## src/rtl/cond_exec_ctrl.sv

```systemverilog
// ARM-style conditional-execution issue controller: flag scoreboard, condition check, stall/flush FSM.
// stall/issue/exec_en/flush are combinational in the ID cycle; status_reg and pending_cnt update one edge later.
module cond_exec_ctrl (
  input  logic       clk,
  input  logic       rst,
  input  logic       id_valid,
  input  logic [3:0] id_cond,
  input  logic       id_s,
  input  logic       id_is_branch,
  input  logic       hz_stall,
  input  logic       exe_flags_valid,
  input  logic [3:0] exe_flags,
  output logic [3:0] status_reg,
  output logic       stall,
  output logic       issue,
  output logic       exec_en,
  output logic       branch_taken,
  output logic       flush,
  output logic [1:0] pending_cnt
);

  typedef enum logic [1:0] {
    RUN   = 2'd0,
    WAIT  = 2'd1,
    FLUSH = 2'd2
  } state_t;

  state_t     state;
  state_t     state_nxt;
  logic [3:0] exe_map;
  logic [3:0] flags;
  logic       fz, fc, fv, fn;
  logic       cond_pass;
  logic       needs_flags;
  logic       flags_ready;
  logic       bypass;
  logic       cnt_inc;
  logic       cnt_dec;

  // EXE bus order {N,V,C,Z} placed into architectural order {N,V,C,Z} = bits 3..0
  assign exe_map[0] = exe_flags[0];
  assign exe_map[1] = exe_flags[1];
  assign exe_map[2] = exe_flags[2];
  assign exe_map[3] = exe_flags[3];

  // The last outstanding writer committing this cycle is forwarded straight to the condition check
  assign bypass = exe_flags_valid && (pending_cnt == 2'd1);
  assign flags  = bypass ? exe_map : status_reg;
  assign fz = flags[0];
  assign fc = flags[1];
  assign fv = flags[2];
  assign fn = flags[3];

  always_comb begin
    cond_pass = 1'b1;
    case (id_cond)
      4'b0000: cond_pass = fz;
      4'b0001: cond_pass = ~fz;
      4'b0010: cond_pass = fc;
      4'b0011: cond_pass = ~fc;
      4'b0100: cond_pass = fn;
      4'b0101: cond_pass = ~fn;
      4'b0110: cond_pass = fv;
      4'b0111: cond_pass = ~fv;
      4'b1000: cond_pass = fc & ~fz;
      4'b1001: cond_pass = ~fc | fz;
      4'b1010: cond_pass = (fn == fv);
      4'b1011: cond_pass = (fn != fv);
      4'b1100: cond_pass = ~fz & (fn == fv);
      4'b1101: cond_pass = fz | (fn != fv);
      default: cond_pass = 1'b1;
    endcase
  end

  assign needs_flags = (id_cond[3:1] != 3'b111);
  assign flags_ready = (pending_cnt == 2'd0) || bypass;

  always_comb begin
    state_nxt    = state;
    stall        = 1'b0;
    issue        = 1'b0;
    exec_en      = 1'b0;
    branch_taken = 1'b0;
    flush        = 1'b0;
    if (!rst) begin
      case (state)
        RUN: begin
          if (id_valid) begin
            stall   = hz_stall | (needs_flags & ~flags_ready) | (id_s & (pending_cnt == 2'd3));
            issue   = ~stall;
            exec_en = issue & cond_pass;
            if (issue && id_is_branch && cond_pass) begin
              branch_taken = 1'b1;
              flush        = 1'b1;
              state_nxt    = FLUSH;
            end else if (needs_flags && !flags_ready && !hz_stall) begin
              state_nxt = WAIT;
            end
          end
        end
        WAIT: begin
          stall = 1'b1;
          if (flags_ready) state_nxt = RUN;
        end
        FLUSH: begin
          flush     = 1'b1;
          state_nxt = RUN;
        end
        default: state_nxt = RUN;
      endcase
    end
  end

  assign cnt_inc = issue & id_s & cond_pass;
  assign cnt_dec = exe_flags_valid & (pending_cnt != 2'd0);

  always_ff @(posedge clk) begin
    if (rst) begin
      state       <= RUN;
      status_reg  <= 4'd0;
      pending_cnt <= 2'd0;
    end else begin
      state <= state_nxt;
      if (exe_flags_valid) status_reg <= exe_map;
      case ({cnt_inc, cnt_dec})
        2'b10:   pending_cnt <= pending_cnt + 2'd1;
        2'b01:   pending_cnt <= pending_cnt - 2'd1;
        default: pending_cnt <= pending_cnt;
      endcase
    end
  end

  // A commit with nothing outstanding means the pipeline and this scoreboard disagree
  a_no_underflow: assert property (@(posedge clk) disable iff (rst)
    !(exe_flags_valid && pending_cnt == 2'd0));
  a_flush_stall_excl: assert property (@(posedge clk) !(flush && stall));

endmodule

```

## config.mk

```make
export PLATFORM = sky130hd
export DESIGN_NAME = cond_exec_ctrl
export DESIGN_NICKNAME = d
export VERILOG_FILES = /design/src/rtl/cond_exec_ctrl.sv
export SDC_FILE = /design/constraint.sdc
export NUM_CORES = 1
export LEC_CHECK = 0
export BUFFER_PORTS_ARGS = -buffer_cell sky130_fd_sc_hd__buf_2
export CAP_MARGIN = 5
export CORE_MARGIN = 1
export CORE_UTILIZATION = 30
export DETAILED_ROUTE_END_ITERATION = 8
export RECOVER_POWER = 100
export SETUP_SLACK_MARGIN = 0.3
export SKIP_LAST_GASP = 1
export SYNTH_ARGS = -nofsm -noshare
export SYNTH_HDL_FRONTEND = slang
export SYNTH_SLANG_ARGS = --single-unit
```

## constraint.sdc

```tcl
create_clock -name clk -period 2.1 [get_ports clk]
set_input_delay 0.315 -clock clk [delete_from_list [all_inputs] [get_ports clk]]
set_output_delay 0.315 -clock clk [all_outputs]
set_load 0.05 [all_outputs]
```

* After elaboration in Yosys (flattened, before gate mapping)
Index checks and enable logic that the tools add are counted.
** Operators by class
- Multiplexer cells :: 23
- $add $sub $neg :: 2
- Eq/ne operators :: 25
- Bitwise gates (word level) :: 18
- Reductions and logical operators :: 14
** Operator list (count)
- $eq A4 B4 Y1 const B :: 6
- $eq A4 B3 Y1 const B :: 4
- $pmux W1 S14 :: 1
- $mux W1 :: 13
- $and A1 B1 Y1 :: 8
- $eq A4 B2 Y1 const B :: 2
- $mux W2 :: 4
- $pmux W2 S2 :: 2
- $eq A2 B1 Y1 const B :: 3
- $eq A2 B2 Y1 const B :: 3
- $ne A3 B3 Y1 const B :: 2
- $not A1 Y1 :: 6
- $logic_and A1 B1 Y1 :: 5
- $eq A4 B1 Y1 const B :: 1
- $logic_not A2 Y1 :: 2
- $logic_not A4 Y1 :: 1
- $mux W4 :: 1
- $ne A2 B2 Y1 const B :: 2
- $or A1 B1 Y1 :: 4
- $pmux W1 S2 :: 2
- $reduce_bool A2 Y1 :: 2
- $reduce_and A3 Y1 :: 1
- $add A2 B1 Y2 const B :: 1
- $logic_not A1 Y1 :: 2
- 4 further kinds :: 4
** Storage, ports and cells
- Output and inout port bits :: 11
- Bits in registers :: 8
- Input bits :: 15
- Logic and storage cells :: 85

* Logic depth before layout (Yosys ltp)
Gate-level depths: netlist of run 1.
- Depth after elaboration :: 15
- Mapped depth :: 12
- Depth with buffers taken out :: 12

* Worst setup path before layout of run 1
OpenSTA, ideal clock, no wires.
- Path kind :: register to output
- Start :: reg pending_cnt[0]
- End :: out branch_taken
- Path slack :: -1312 ps
- Path buffers :: 0
- Data required time :: 1785 ps
- Arrival time :: 3097 ps
- Cell stages (with the launch flop) :: 7
- Cell sequence :: dfxtp_1 -> ha_1 -> a21oi_1 -> a221o_1 -> and4bb_2 -> o41a_1 -> and2_1
** Between the ends
- Cells in the longest elaborated chain, start to end :: 14
- Elaborated cells on any way between the ends :: 29
- Those cells by class :: eq/ne: 4; mux: 6; bitwise: 14; reduce/logical: 5
** RTL lines
- start: declaration :: line 19 : output logic [1:0] pending_cnt
- start signal: assignment :: line 126 : 2'b10: pending_cnt <= pending_cnt + 2'd1;
- start signal: assignment :: line 127 : 2'b01: pending_cnt <= pending_cnt - 2'd1;
- start signal: assignment :: line 128 : default: pending_cnt <= pending_cnt;
- parallel branches: the longest is 9 deep, another holds $pmux W1 S14
- $logic_and A1 B1 Y1 * :: line 92 : if (issue && id_is_branch && cond_pass) begin
- $mux W1 * :: line 92
- $mux W1 * :: line 88 : if (id_valid) begin
- $mux W1 * :: line 86 : case (state)
- $mux W1 * :: line 85 : if (!rst) begin
- end: declaration :: line 17 : output logic branch_taken,
Every way passes the cells marked *.

* Final worst setup path of run 1
- Start :: reg pending_cnt[1]
- End :: out flush
** Between the ends
- Cells in the longest elaborated chain, start to end :: 14
- Elaborated cells on any way between the ends :: 29
- Those cells by class :: eq/ne: 4; mux: 6; bitwise: 14; reduce/logical: 5
** RTL lines
- parallel branches: the longest is 9 deep, another holds $pmux W1 S14
- $logic_and A1 B1 Y1 * :: line 92
- $mux W1 * :: line 92
- $mux W1 * :: line 88
- $pmux W1 S2 * :: line 86
- $mux W1 * :: line 85
- end: declaration :: line 18 : output logic flush,
Marked as above.

==> results of run 1 <==
## timing repair
item	in CTS	in global routing
setup buffers	8	1
setup endpoints to repair	8	8
gates resized for setup	18	10
pin swaps	4	6
## logic make-up after synthesis
logic type | Yosys count | synth area share (%)
and+or+nand+nor | 27 | 22.5
DFF | 8 | 24.0
adders and majority gates | 4 | 7.49
AOI/OAI and AO/OA | 13 | 15.7
xor gates and xnor gates | 7 | 9.18
muxes | 7 | 16.1
buffers and inverters | 7 | 5.06
## cell usage after synthesis, types with 2 or more instances
cell type and n:
sky130_fd_sc_hd__nor2_1 8, sky130_fd_sc_hd__xnor2_1 5, sky130_fd_sc_hd__mux2i_1 4, sky130_fd_sc_hd__nor3_1 2, sky130_fd_sc_hd__mux4_2 2, sky130_fd_sc_hd__dfxtp_1 8, sky130_fd_sc_hd__nand2_1 4, sky130_fd_sc_hd__clkbuf_1 2
sky130_fd_sc_hd__ha_1 4, sky130_fd_sc_hd__inv_1 4, sky130_fd_sc_hd__a21oi_1 4, sky130_fd_sc_hd__xor2_1 2, sky130_fd_sc_hd__and2_1 3
## layout make-up
cell class	instances	area, sq um	share of cell area, %
clock buffers	4	26.3	2.18
inverters	4	17.5	1.46
flip-flops and latches	8	169	14.0
well taps	27	33.8	2.81
multi-input cells	58	589	49.0
repair buffers	50	368	30.6
## worst paths after layout
kind / endpoint / startpoint
worst max-delay path: flush / pending_cnt[1]
worst min-delay path: state[1] / id_is_branch
worst max register to register: pending_cnt[0] / pending_cnt[1]
worst min register to register: status_reg[1] / status_reg[1]
## worst max-delay path, delay by kind of cell (launching register included)
family / cells / cell delay, ps
flops: 1 / 360
compound gates: 4 / 1060
fa+ha+maj: 1 / 180
simple gates: 2 / 360
buf+inv: 2 / 190
## where the power goes
group | internal (mW) | total (mW) | switching [mW]
clock network | 0.0735 | 0.141 | 0.0671
logic | 0.366 | 0.731 | 0.365
registers | 0.185 | 0.210 | 0.0252
total | 0.625 | 1.08 | 0.458
## per-layer routing
metal / wire length [microns] / share of wire, %
met1: 826 / 41
met2: 1080 / 53
met3: 59 / 2.9
met4: 54 / 2.7
met5: 0 / 0
## stage by stage
step	cell area, sq um	power (mW)
after global routing	1200	1.14
final	1200	1.08
after detailed placement	1020	0.760
after floorplan	761	0.606
after CTS	1170	1.03
after global placement	1020	0.744
## cell usage in the layout, fill, tap and decap left out, drive strengths merged, types with 2 or more instances in the layout
cell type | synthesis | final
mux2i | 5 | 5
buf | 1 | 43
nand2 | 5 | 5
dfxtp | 8 | 8
and2 | 3 | 3
nor2 | 8 | 8
nor3 | 2 | 2
xor2 | 2 | 2
a21oi | 4 | 4
mux4 | 2 | 2
ha | 4 | 4
clkbuf | 2 | 11
inv | 4 | 4
xnor2 | 5 | 5
==> flow_metrics.py, run 1 <==
metrics = {
    "timing": {
        "max_slew.worst_pin.slew_ps": 594,
        "timing_max_transition_violations_final": 0,
        "finalHoldWorstSlack_ps": 298,
        "totalNegativeSetupSlack_ps": -3400,
        "maxClockFrequency_mhz": 366,
        "hold_viol_final": 0,
        "clock_skew_after_layout_ps": 3.55,
        "period_minus_slack_ps": 2730,
        "fraction_of_the_cycle_the_final_worst_path_needs_pct": 130,
        "max_slew_margin_pct": 60.6,
        "final-setup-viol-count": 8,
        "final_critical_path_setup_slack_ps": -631,
        "grt_setup_unrepaired": "yes",
    },
    "global_routing": {
        "grt_pass1_vias": 742,
        "grt_antenna_before_repair": 0,
        "overflow": 0,
        "global_route.usage.met1_pct": 21.3,
        "use_met3_pct": 1.56,
        "globalRouteTotalUtil_pct": 17.9,
        "largest_net_degree_at_the_start_of_global_routing": 9,
        "grt_first_pass_wirelength_mm": 3.28,
        "grtUsageMet2_pct": 31.5,
        "grt.busiest_layer": "met2",
    },
    "detailed_routing": {
        "final_antenna_net_count": 0,
        "routed_wl_mm": 2.02,
        "wire_per_inst_microns": 13.4,
        "vias_per_cell": 4.91,
        "drcViolationCount": 0,
        "routed-via-count": 741,
        "detailedRoute.firstPassIterationCount": 2,
        "detailed_route_iter0_violations": 5,
    },
    "worst_setup_path": {
        "worst_setup_path_start_kind": "flop",
        "start_to_end_type_of_the_worst_setup_path": "flop to output pin",
        "critPathArrivalTime_ps": 2420,
        "timing.critical_path.slowest_cell_delay_ps": 520,
        "crit_path_top_delay_cell": "sky130_fd_sc_hd__o41a_4",
        "crit_fanout": 6,
        "path_cells": "inv_4, ha_4, and3_4, o32ai_4, or3_1, a21oi_2, o41a_4, a21o_4, buf_8",
        "timing.critical_path.to_type": "output pin",
        "setup.reg_to_reg.worst_slack_ps": -490,
        "critPathRequiredTime_ps": 1780,
        "rr_worst_depth": 15,
    },
    "synthesis": {
        "ys_seq_elements": 8,
        "asyncSetResetFlopFracSynth_pct": 0,
        "synth_area_leaders": "sky130_fd_sc_hd__dfxtp_1, sky130_fd_sc_hd__ha_1, sky130_fd_sc_hd__mux4_2, sky130_fd_sc_hd__xnor2_1, sky130_fd_sc_hd__mux2i_1",
        "synth_ff_type": "sky130_fd_sc_hd__dfxtp_1",
        "synth_area_sq_um": 668,
        "synthDominantCellAreaShare_pct": 24.0,
        "ys.warnings.count": 0,
        "netlist_instances": 73,
        "netlist-cell-type-count": 34,
        "post_synth_edffs": 0,
        "synth_seq_area_share_pct": 24.0,
        "synth_area_per_cell_sq_um": 9.15,
        "synthesis.nets": 92,
        "synth_largest_area_cell": "sky130_fd_sc_hd__dfxtp_1",
    },
    "die": {
        "height_of_the_die_microns": 49.2,
        "num_io_pins": 26,
        "floorplan.rows": 16,
        "fp.coreArea_sq_mm": 0.00202,
        "die_w_microns": 49.2,
        "initial_standard_cell_utilization_of_the_core_pct": 33.0,
        "floorplan.die_area_sq_mm": 0.00242,
    },
    "power_and_ir_drop": {
        "irDropWorstVdd_mv": 0.561,
        "p_leak_nw": 0.532,
        "powerDensity_mw_per_mm2": 899,
    },
    "placement": {
        "port_buffers": 25,
        "numPlacedInstances": 138,
        "dp_worst_setup_slack_ps": -360,
        "place_congestion": 0.779,
    },
    "min_path": {
        "worstHoldPathType": "input pin to flop",
        "hold_path_depth": 2,
    },
    "run_status": {
        "outcome": "finished with violations",
        "violations_in_the_final_reports": "setup timing",
    },
    "clocking": {
        "numCtsBuffers": 3,
        "cts.hold.buffers_added": 0,
        "clock_sink_count": 8,
        "cts_htree_levels": 1,
        "clk_pin_slew_worst_paths_ps": 70,
        "max-clock-path-buffers": 2,
        "clk_root_buffer_cell": "sky130_fd_sc_hd__clkbuf_4",
        "cts_tree": "yes",
        "clk_latency_ps": 270,
    },
    "cells_and_area": {
        "proportion_of_layout_cells_with_a_drive_suffix_above_1_pct": 56.5,
        "final_core_util_pct": 59.5,
        "largest_register_ff_count": 4,
        "flow.area_growth_from_synthesis_pct": 80.1,
        "final.fill_count": 172,
        "nets": 144,
        "final_cell_count_no_fill": 151,
        "insertedDiodeCount": 0,
    },
    "flow_run": {
        "cap_violations": 0,
    },
}
Power figures use the tool's default switching activity.
==> run 2, diff against run 1 <==
--- a/config.mk
+++ b/config.mk
@@ -7,9 +7,10 @@
 export LEC_CHECK = 0
 export BUFFER_PORTS_ARGS = -buffer_cell sky130_fd_sc_hd__buf_2
 export CAP_MARGIN = 5
-export CORE_MARGIN = 1
+export CORE_MARGIN = 2
 export CORE_UTILIZATION = 30
 export DETAILED_ROUTE_END_ITERATION = 8
+export GPL_TIMING_DRIVEN = 0
 export RECOVER_POWER = 100
 export SETUP_SLACK_MARGIN = 0.3
 export SKIP_LAST_GASP = 1
==> flow_metrics.py, run 2 (synthesis gave the netlist of run 1 again) <==
metrics = {
    "run_status": {
        "outcome": "finished with violations",
        "violations_in_the_final_reports": "setup timing",
    },
    "worst_setup_path": {
        "cp.buffers_inverters": 2,
        "critPathArrivalTime_ps": 2350,
        "setup.reg_to_reg.worst_slack_ps": -400,
        "worst_path_dominant_cell_family": "compound AO/OA/AOI/OAI gates",
        "timing.critical_path.slowest_cell_delay_ps": 500,
        "timing.critical_path.to_type": "output pin",
        "critPathRequiredTime_ps": 1780,
        "worst_setup_path_start_kind": "flop",
        "crit_fanout": 6,
        "start_to_end_type_of_the_worst_setup_path": "flop to output pin",
        "crit_path_top_delay_cell": "sky130_fd_sc_hd__o41a_4",
        "path_cells": "inv_4, ha_4, and3_4, o32ai_4, or3_4, a21oi_2, o41a_4, a21o_4, buf_6",
    },
    "timing": {
        "fraction_of_the_cycle_the_final_worst_path_needs_pct": 127,
        "grt_setup_unrepaired": "yes",
        "finalHoldWorstSlack_ps": 317,
        "period_minus_slack_ps": 2660,
        "maxClockFrequency_mhz": 376,
        "timing_max_transition_violations_final": 0,
        "final-setup-viol-count": 7,
        "clock_skew_after_layout_ps": 7.22,
        "hold_viol_final": 0,
        "final_critical_path_setup_slack_ps": -560,
        "max_slew.worst_pin.slew_ps": 598,
        "totalNegativeSetupSlack_ps": -2500,
        "max_slew_margin_pct": 60.3,
    },
    "cells_and_area": {
        "final_core_util_pct": 48.8,
        "multi_input_area_sq_um": 576,
        "final_cell_count_no_fill": 135,
        "proportion_of_layout_cells_with_a_drive_suffix_above_1_pct": 47.7,
        "layout_common_cells": "sky130_fd_sc_hd__buf_2, sky130_fd_sc_hd__clkbuf_1, sky130_fd_sc_hd__nor2_1",
        "nets": 127,
        "largest_register_ff_count": 4,
        "flow.area_growth_from_synthesis_pct": 56.9,
        "mostFrequentLayoutCell": "sky130_fd_sc_hd__buf_2",
        "insertedDiodeCount": 0,
        "final.fill_count": 209,
        "sequential_cell_area_sq_um": 169,
        "final_design_area_no_fill_sq_mm": 0.00105,
    },
    "placement": {
        "place_congestion": 0.706,
        "numPlacedInstances": 124,
        "placed_wire_length_estimate_after_detailed_placement_mm": 1.20,
        "port_buffers": 23,
        "cell_area_after_placement_sq_um": 911,
        "dp_worst_setup_slack_ps": -369,
    },
    "detailed_routing": {
        "drcViolationCount": 0,
        "final_antenna_net_count": 0,
        "detailedRoute.firstPassIterationCount": 3,
        "detailed_route_iter0_violations": 11,
        "routed_wl_mm": 1.51,
        "wire_per_inst_microns": 11.2,
        "routed-via-count": 677,
        "vias_per_cell": 5.01,
    },
    "clocking": {
        "max-clock-path-buffers": 2,
        "clk_latency_ps": 260,
        "cts_htree_levels": 1,
        "clk_pin_slew_worst_paths_ps": 60,
        "clock_sink_count": 8,
        "cts_tree": "yes",
        "numCtsBuffers": 3,
        "clk_root_buffer_cell": "sky130_fd_sc_hd__clkbuf_4",
    },
    "global_routing": {
        "globalRouteTotalUtil_pct": 13.0,
        "grt_antenna_before_repair": 0,
        "grt_pass1_vias": 612,
        "overflow": 0,
        "largest_net_degree_at_the_start_of_global_routing": 11,
        "grt_first_pass_wirelength_mm": 2.62,
    },
    "power_and_ir_drop": {
        "p_total_mw": 0.902,
        "powerDensity_mw_per_mm2": 860,
        "p_leak_nw": 0.440,
        "irDropWorstVdd_mv": 0.519,
    },
    "die": {
        "floorplan.die_area_sq_mm": 0.00262,
        "floorplan.rows": 17,
        "initial_standard_cell_utilization_of_the_core_pct": 31.1,
        "height_of_the_die_microns": 51.2,
        "fp.coreArea_sq_mm": 0.00215,
        "die_w_microns": 51.2,
        "num_io_pins": 26,
    },
    "min_path": {
        "worstHoldPathType": "input pin to flop",
    },
    "flow_run": {
        "cap_violations": 0,
    },
}
==> run 2: final cells by class <==
cell class / instances / share of cell area, %
inverter: 4 / 1.67
timing repair buffer: 30 / 19.7
multi-input combinational: 58 / 54.9
tap: 28 / 3.34
sequential: 8 / 16.1
clock buffer: 4 / 2.51
buffer: 3 / 1.79
==> run 2: layer usage <==
layer	vias to the layer above	GRT usage (%)	share of wire (%)
met5	-	0	0
met4	0	5.41	1.2
met3	4	2.05	4.0
met2	12	22.3	51
met1	328	16.2	44
li1	333	-	-
==> run 2: repair_timing <==
action,CTS,global route
resized for setup,18,2
hold endpoints to repair,0,0
setup buffers,7,0
setup endpoints to repair,8,8
hold buffers,0,0
pin swaps,4,1
==> run 2: path summary, 6_finish.rpt <==
check | startpoint | end | cells past startpoint
min reg2reg | status_reg[1] | status_reg[1] | 2
min | id_is_branch | state[1] | 2
max reg2reg | pending_cnt[1] | pending_cnt[1] | 13
max | pending_cnt[1] | flush | 9
==> run 2: power breakdown <==
group	switching, mW	internal (mW)
Combinational	0.304	0.253
Sequential	0.0315	0.186
Clock	0.0545	0.0728
